==> src/rtl/gray_pkg.sv <==
// Shared definitions for the binary-to-Gray encoder: default width,
// mode/state encodings and the reference Gray mapping.
package gray_pkg;

    localparam int WIDTH_DEF = 4;

    typedef enum logic {
        S_CONV  = 1'b0,
        S_COUNT = 1'b1
    } state_t;

    function automatic logic [31:0] bin2gray(input logic [31:0] b);
        return b ^ (b >> 1);
    endfunction

endpackage

==> src/rtl/bin2gray_comb.sv <==
// Combinational binary-to-Gray mapping; instantiated once for the
// bin_in path and once for the counter path.
module bin2gray_comb
    import gray_pkg::*;
#(
    parameter int WIDTH = WIDTH_DEF
) (
    input  logic [WIDTH-1:0] i_bin,
    output logic [WIDTH-1:0] o_gray
);

    assign o_gray = i_bin ^ (i_bin >> 1);

endmodule

==> src/rtl/bin_to_gray_seq.sv <==
// Sequential binary-to-Gray encoder with a convert mode (handshaked words)
// and a count mode (up/down counter streaming Gray codes with a wrap flag).
//
//   state   | meaning
//   S_CONV  | bin_in words are Gray-encoded into the output register
//   S_COUNT | bin_in loads the counter; enabled cycles emit Gray(cnt)
module bin_to_gray_seq
    import gray_pkg::*;
#(
    parameter int WIDTH = WIDTH_DEF
) (
    input  logic             clk,
    input  logic             rst,
    input  logic             mode,
    input  logic             up,
    input  logic             en,
    input  logic             in_valid,
    output logic             in_ready,
    input  logic [WIDTH-1:0] bin_in,
    output logic             out_valid,
    input  logic             out_ready,
    output logic [WIDTH-1:0] gray_out,
    output logic             wrap
);

    localparam logic [WIDTH-1:0] ONE      = {{(WIDTH-1){1'b0}}, 1'b1};
    localparam logic [WIDTH-1:0] ALL_ONES = {WIDTH{1'b1}};

    state_t           r_st;
    logic [WIDTH-1:0] r_cnt;
    logic             r_out_valid;
    logic [WIDTH-1:0] r_gray;
    logic             r_wrap;

    state_t           w_st_nxt;
    logic [WIDTH-1:0] w_cnt_nxt;
    logic             w_valid_nxt;
    logic [WIDTH-1:0] w_gray_nxt;
    logic             w_wrap_nxt;

    logic [WIDTH-1:0] w_gray_in;
    logic [WIDTH-1:0] w_gray_cnt;
    state_t           w_mode_st;
    logic             w_pending;
    logic             w_slot_free;
    logic             w_xfer;

    bin2gray_comb #(.WIDTH(WIDTH)) u_b2g_in (
        .i_bin  (bin_in),
        .o_gray (w_gray_in)
    );

    bin2gray_comb #(.WIDTH(WIDTH)) u_b2g_cnt (
        .i_bin  (r_cnt),
        .o_gray (w_gray_cnt)
    );

    assign w_mode_st   = state_t'(mode);
    assign w_pending   = (w_mode_st != r_st);
    assign w_slot_free = !r_out_valid || out_ready;
    // A pending mode switch stalls input so no word straddles the change.
    assign in_ready    = !rst && !w_pending && w_slot_free;
    assign w_xfer      = in_valid && in_ready;

    always_comb begin
        w_st_nxt    = r_st;
        w_cnt_nxt   = r_cnt;
        w_valid_nxt = r_out_valid;
        w_gray_nxt  = r_gray;
        w_wrap_nxt  = r_wrap;
        if (w_pending) begin
            if (w_slot_free) begin
                w_st_nxt    = w_mode_st;
                w_valid_nxt = 1'b0;
            end
        end else if (r_st == S_CONV) begin
            if (w_xfer) begin
                w_gray_nxt  = w_gray_in;
                w_valid_nxt = 1'b1;
                w_wrap_nxt  = 1'b0;
            end else if (w_slot_free) begin
                w_valid_nxt = 1'b0;
            end
        end else begin
            if (w_xfer) begin
                w_cnt_nxt   = bin_in;
                w_valid_nxt = 1'b0;
            end else if (en && w_slot_free) begin
                w_gray_nxt  = w_gray_cnt;
                w_valid_nxt = 1'b1;
                w_wrap_nxt  = up ? (r_cnt == ALL_ONES) : (r_cnt == '0);
                w_cnt_nxt   = up ? (r_cnt + ONE) : (r_cnt - ONE);
            end else if (w_slot_free) begin
                w_valid_nxt = 1'b0;
            end
        end
    end

    always_ff @(posedge clk) begin
        if (rst) begin
            r_st        <= S_CONV;
            r_cnt       <= '0;
            r_out_valid <= 1'b0;
            r_gray      <= '0;
            r_wrap      <= 1'b0;
        end else begin
            r_st        <= w_st_nxt;
            r_cnt       <= w_cnt_nxt;
            r_out_valid <= w_valid_nxt;
            r_gray      <= w_gray_nxt;
            r_wrap      <= w_wrap_nxt;
        end
    end

    assign out_valid = r_out_valid;
    assign gray_out  = r_gray;
    assign wrap      = r_wrap;

endmodule

==> config.mk <==
export PLATFORM = sky130hd
export DESIGN_NAME = bin_to_gray_seq
export DESIGN_NICKNAME = d
export VERILOG_FILES = /design/src/rtl/gray_pkg.sv /design/src/rtl/bin2gray_comb.sv /design/src/rtl/bin_to_gray_seq.sv
export SDC_FILE = /design/constraint.sdc
export NUM_CORES = 1
export LEC_CHECK = 0
export CAP_MARGIN = 40
export CORE_MARGIN = 5
export CORE_UTILIZATION = 50
export CTS_CLUSTER_SIZE = 16
export DETAILED_ROUTE_END_ITERATION = 8
export PLACE_DENSITY = 0.8
export SLEW_MARGIN = 20
export SYNTH_ARGS = -nofsm -noshare
export SYNTH_HDL_FRONTEND = slang
export SYNTH_SLANG_ARGS = --single-unit
==> constraint.sdc <==
create_clock -name clk -period 4.09 [get_ports clk]
set_input_delay 0.818 -clock clk [delete_from_list [all_inputs] [get_ports clk]]
set_output_delay 0.818 -clock clk [all_outputs]
set_load 0.03 [all_outputs]
After elaboration in Yosys (flattened, before gate mapping). Index checks and enable logic that the tools add are counted.

Register bits: 11. Bits in latches: 0. Bits in writable memories: 0. ROM bits: 0. Bits of input ports: 11. Output and inout bits: 7. Word-level logic and storage cells: 45. Memories: 0.

$add $sub $neg: 2. Multipliers: 0. Divide/modulo/power cells: 0. Order comparisons: 0. Equal/unequal tests: 3. Shift-type cells: 0. Mux-type cells: 18. Bitwise gates (word level): 3. Reduce and logical (&&, ||, !) cells: 14.

Operators with widths (number): 4-bit two-way mux (7); 1-bit two-way mux (11); 4-bit by 3-bit XOR with 4-bit output (2); 4-bit by 1-bit adder with 4-bit output (second input constant) (1); 4-bit equality test (second input constant) (1); 1-bit logical AND (4); 4-bit logical NOT (1); 4-bit AND reduction (1); 2-bit nonzero test (2); 4-bit by 1-bit subtractor with 4-bit output (second input constant) (1); 1-bit logical NOT (3); 3-bit AND reduction (1); 2-bit != test (second input constant) (1); 2-bit AND reduction (1); 1-bit logical OR (1); 1-bit != test (1); 1-bit NOT (1).

Depth between registers and ports, before layout.
Depth in word-level cells: 8. Gate-level depth with buffers: 6. Depth with buffers taken out: 6.

Cells and area by module. A second synthesis with hierarchy kept.

Cells, all modules: 90. Area, all modules: 780.7 um^2.

By module, submodules not included: bin_to_gray_seq (instances 1, cells each 82, area an instance 713.2 um^2, sequential area each 220.2 um^2); bin2gray_comb (instances 2, cells each 4, area an instance 33.8 um^2, sequential area each 0.0 um^2).

Worst setup path before layout. OpenSTA, ideal clock, no wires.

Kind: input-to-output. Start point: input out_ready. End point: output in_ready. Arrival time: 1.687 ns. Required time: 3.272 ns. Setup slack: 1.585 ns. Stages: 3. Path buffers: 1. Path through: nor2b_1 > clkbuf_1 > nor3_1.

Cells in the longest elaborated chain, start to end: 2.

RTL lines: from (decl) (line bin_to_gray_seq.sv:21) `input logic out_ready,`; 1-bit logical OR (line bin_to_gray_seq.sv:60) `assign w_slot_free = !r_out_valid || out_ready;`; 1-bit logical AND (line bin_to_gray_seq.sv:62) `assign in_ready = !rst && !w_pending && w_slot_free;`; to (decl) (line bin_to_gray_seq.sv:18) `output logic in_ready,`.

Every way passes these cells.

Final worst setup path.
Start point: input mode. End point: output in_ready.

Cells in the longest elaborated chain, start to end: 4.

RTL lines: from (decl) (line bin_to_gray_seq.sv:14) `input logic mode,`; 1-bit != test (line bin_to_gray_seq.sv:59) `assign w_pending = (w_mode_st != r_st);`; 1-bit logical NOT (line bin_to_gray_seq.sv:62); 1-bit logical AND (2 in a row) (line bin_to_gray_seq.sv:62).

Every way passes these cells.

==> flow_metrics.py <==
metrics = {
    "logic_synthesis": {
        "syn_nets": 114,
        "ys_seq_area_share_pct": 28.0,
        "synth_area_per_cell_um2": 8.18,
        "synth_seq_cells": 11,
        "yosys_warnings": 0,
        "yosysUniqueCellTypes": 33,
        "synth_cells": 96,
        "syn-cell-area_um2": 786,
    },
    "pwr": {
        "ir_drop_uv": 192,
        "fin_total_pwr_mw": 0.259,
        "powerDensity_mw_per_mm2": 268,
        "power.static_leakage_nw": 0.376,
    },
    "timing": {
        "final-max-slew-violation-count": 0,
        "setup_tns_ps": 0,
        "hold_violations": 0,
        "maxSlewHeadroom_pct": 61.4,
        "finalCriticalPeriod_ps": 3280,
        "rsz0062_at_grt": "no",
        "min_period_over_period_pct": 80.1,
        "whs_ps": 472,
        "clock_skew_ps": 7.75,
        "setup-violations-final": 0,
        "setup_slack_ps": 814,
        "tightestPinTransition_ps": 578,
        "timing.fmax_mhz": 305,
    },
    "route": {
        "dr.pass1.iters": 4,
        "drtIter0Drc": 6,
        "routed_wl_um": 1640,
        "num_vias": 697,
        "postRouteAntennaNets": 0,
        "remaining_drc_errors": 0,
        "via_per_inst": 5.49,
        "wl_per_cell_um": 12.9,
    },
    "cells_and_area": {
        "syn_to_final_growth_pct": 23.2,
        "diodes": 0,
        "num-fill-cells": 140,
        "fin_nets": 130,
        "drive_gt1_share_pct": 5.41,
    },
    "clocking": {
        "ctsHoldBuffers": 0,
        "cts.sink_count": 11,
        "cts_tree": "done",
        "clkLatencyLatePin_ps": 270,
        "post_cts_resize_count": 0,
        "clkTransAtPathRegs_ps": 70,
        "post_cts.repair.setup_buffers": 0,
        "cts_made_buffers": 3,
        "root_buffer": "clkbuf_4",
        "htree_levels": 1,
        "clockBufferDepth": 2,
    },
    "min_path": {
        "hp-start": "gray_out[0]",
        "hp-class": "flip-flop to flip-flop",
    },
    "grt": {
        "antenna_found_initial": 0,
        "grt_first_pass_wirelength_um": 2630,
        "track_usage_pct": 14.1,
        "grt_max_degree": 17,
        "grt_overflow": 0,
        "grt_pass1_vias": 603,
    },
    "critical_path": {
        "required_ps": 3270,
        "endpoint_kind": "output pin",
        "worstSetupStartpointType": "primary input",
        "regToRegStartpoint": "r_st",
        "worstPathArrival_ps": 2460,
        "startpoint": "mode",
        "critPathKind": "primary input to output pin",
        "path_max_fanout": 7,
    },
    "die": {
        "rows": 14,
        "fp.dieW_um": 49.6,
        "num_io_pins": 18,
        "die_y_um": 49.6,
        "initial_core_util_pct": 52.2,
        "core_mm2": 0.00151,
        "dieArea_mm2": 0.00246,
    },
    "placement": {
        "routabilityCongestion": 0.760,
        "hpwl_um": 1310,
        "io_buffers": 17,
        "dp_slack_ps": 844,
    },
    "job": {
        "cap_violations": 0,
    },
    "status": {
        "outcome": "finished clean",
    },
}
-- worst max-delay path, stage by stage --
cell	delay, ps
clkdlybuf4s50_1	600
xor2_1	150
nor3_1	190
clkdlybuf4s50_1	700
-- through the flow --
stage | cells | cell area, µm² | util (%)
after CTS | 127 | 968 | 64.3
after global routing | 127 | 968 | 64.3
after floorplan | 96 | 786 | -
final | 127 | 968 | 64.3
after detailed placement | 123 | 942 | 62.5
after global placement | 123 | 942 | 62.5
-- registers in the layout, summed over array words and instances (netlist names) --
| signal | flops |
|---|---|
| out_valid | 1 |
| r_cnt | 4 |
| wrap | 1 |
| gray_out | 4 |
| r_st | 1 |
-- synth_stat cells, drive strengths merged --
cell    count  area, µm²
nand2b      2       12.5
ha          6       75.1
or4         1       7.51
xor2        4       35.0
or3         1       6.26
o31ai       1       7.51
o221a       1       11.3
dfxtp      11        220
nor3        5       30.0
nor2b       1       6.26
inv         7       26.3
fa          1       20.0
o221ai      1       8.76
a21o        1       7.51
a211oi      2       15.0
buf         4       26.3
xnor2       4       35.0
nand2       9       33.8
a21oi       9       48.8
and3        2       12.5
nand3       7       35.0
mux2i       2       20.0
nor2        1       3.75
nor4        1       12.5
a211o       1       8.76
o21ai       7       35.0
clkbuf      2       7.51
a22oi       1       7.51
a221o       1       10.0
-- path summary, 6_finish.rpt --
check                     end  slack [ps]  depth (start not counted)
hold / removal    gray_out[0]         470                          2
hold reg to reg   gray_out[0]         470                          2
setup reg to reg  gray_out[3]        2440                          4
setup / recovery     in_ready         810                          4
-- layer usage --
layer,vias to the layer above,global-route usage [%],wire [µm]
li1,369,-,-
met3,4,4.82,92
met1,310,18.1,783
met4,0,7.86,28
met5,-,0,0
met2,14,20.3,738
-- where the power goes --
group	total (mW)	internal, mW	switching, mW
sequential	0.118	0.112	0.00639
clock	0.0764	0.0378	0.0386
combinational	0.0645	0.0309	0.0336
-- logic make-up after synthesis --
family | after synthesis | synth area share, %
simple gates | 30 | 20.4
compound gates | 25 | 20.4
buf+inv | 13 | 7.64
flops | 11 | 28.0
xor+xnor | 8 | 8.92
fa+ha+maj | 7 | 12.1
mux | 2 | 2.55
-- cells in the final DEF, fill, tap and decap left out, types with 2 or more instances in the layout --
master / Yosys / routed
nand2_1: 9 / 9
nand3_1: 7 / 7
nand2b_1: 2 / 2
dfxtp_1: 11 / 11
a21oi_1: 8 / 8
clkbuf_4: 0 / 3
ha_1: 6 / 6
mux2i_1: 2 / 2
a211oi_1: 2 / 2
nor3_1: 4 / 4
xnor2_1: 4 / 4
and3_1: 2 / 2
xor2_1: 4 / 4
inv_1: 7 / 7
clkdlybuf4s50_1: 0 / 17
o21ai_0: 6 / 6
-- cell type report --
| cell class | instances | area [µm²] | share of cell area [%] |
|---|---|---|---|
| Sequential cell | 11 | 220 | 22.7 |
| Inverter | 7 | 26.3 | 2.71 |
| Timing Repair Buffer | 17 | 170 | 17.6 |
| Clock buffer | 4 | 26.3 | 2.71 |
| Tap cell | 16 | 20.0 | 2.07 |
| Multi-Input combinational cell | 72 | 505 | 52.2 |
Note: power is estimated with default switching activity, not from simulation.
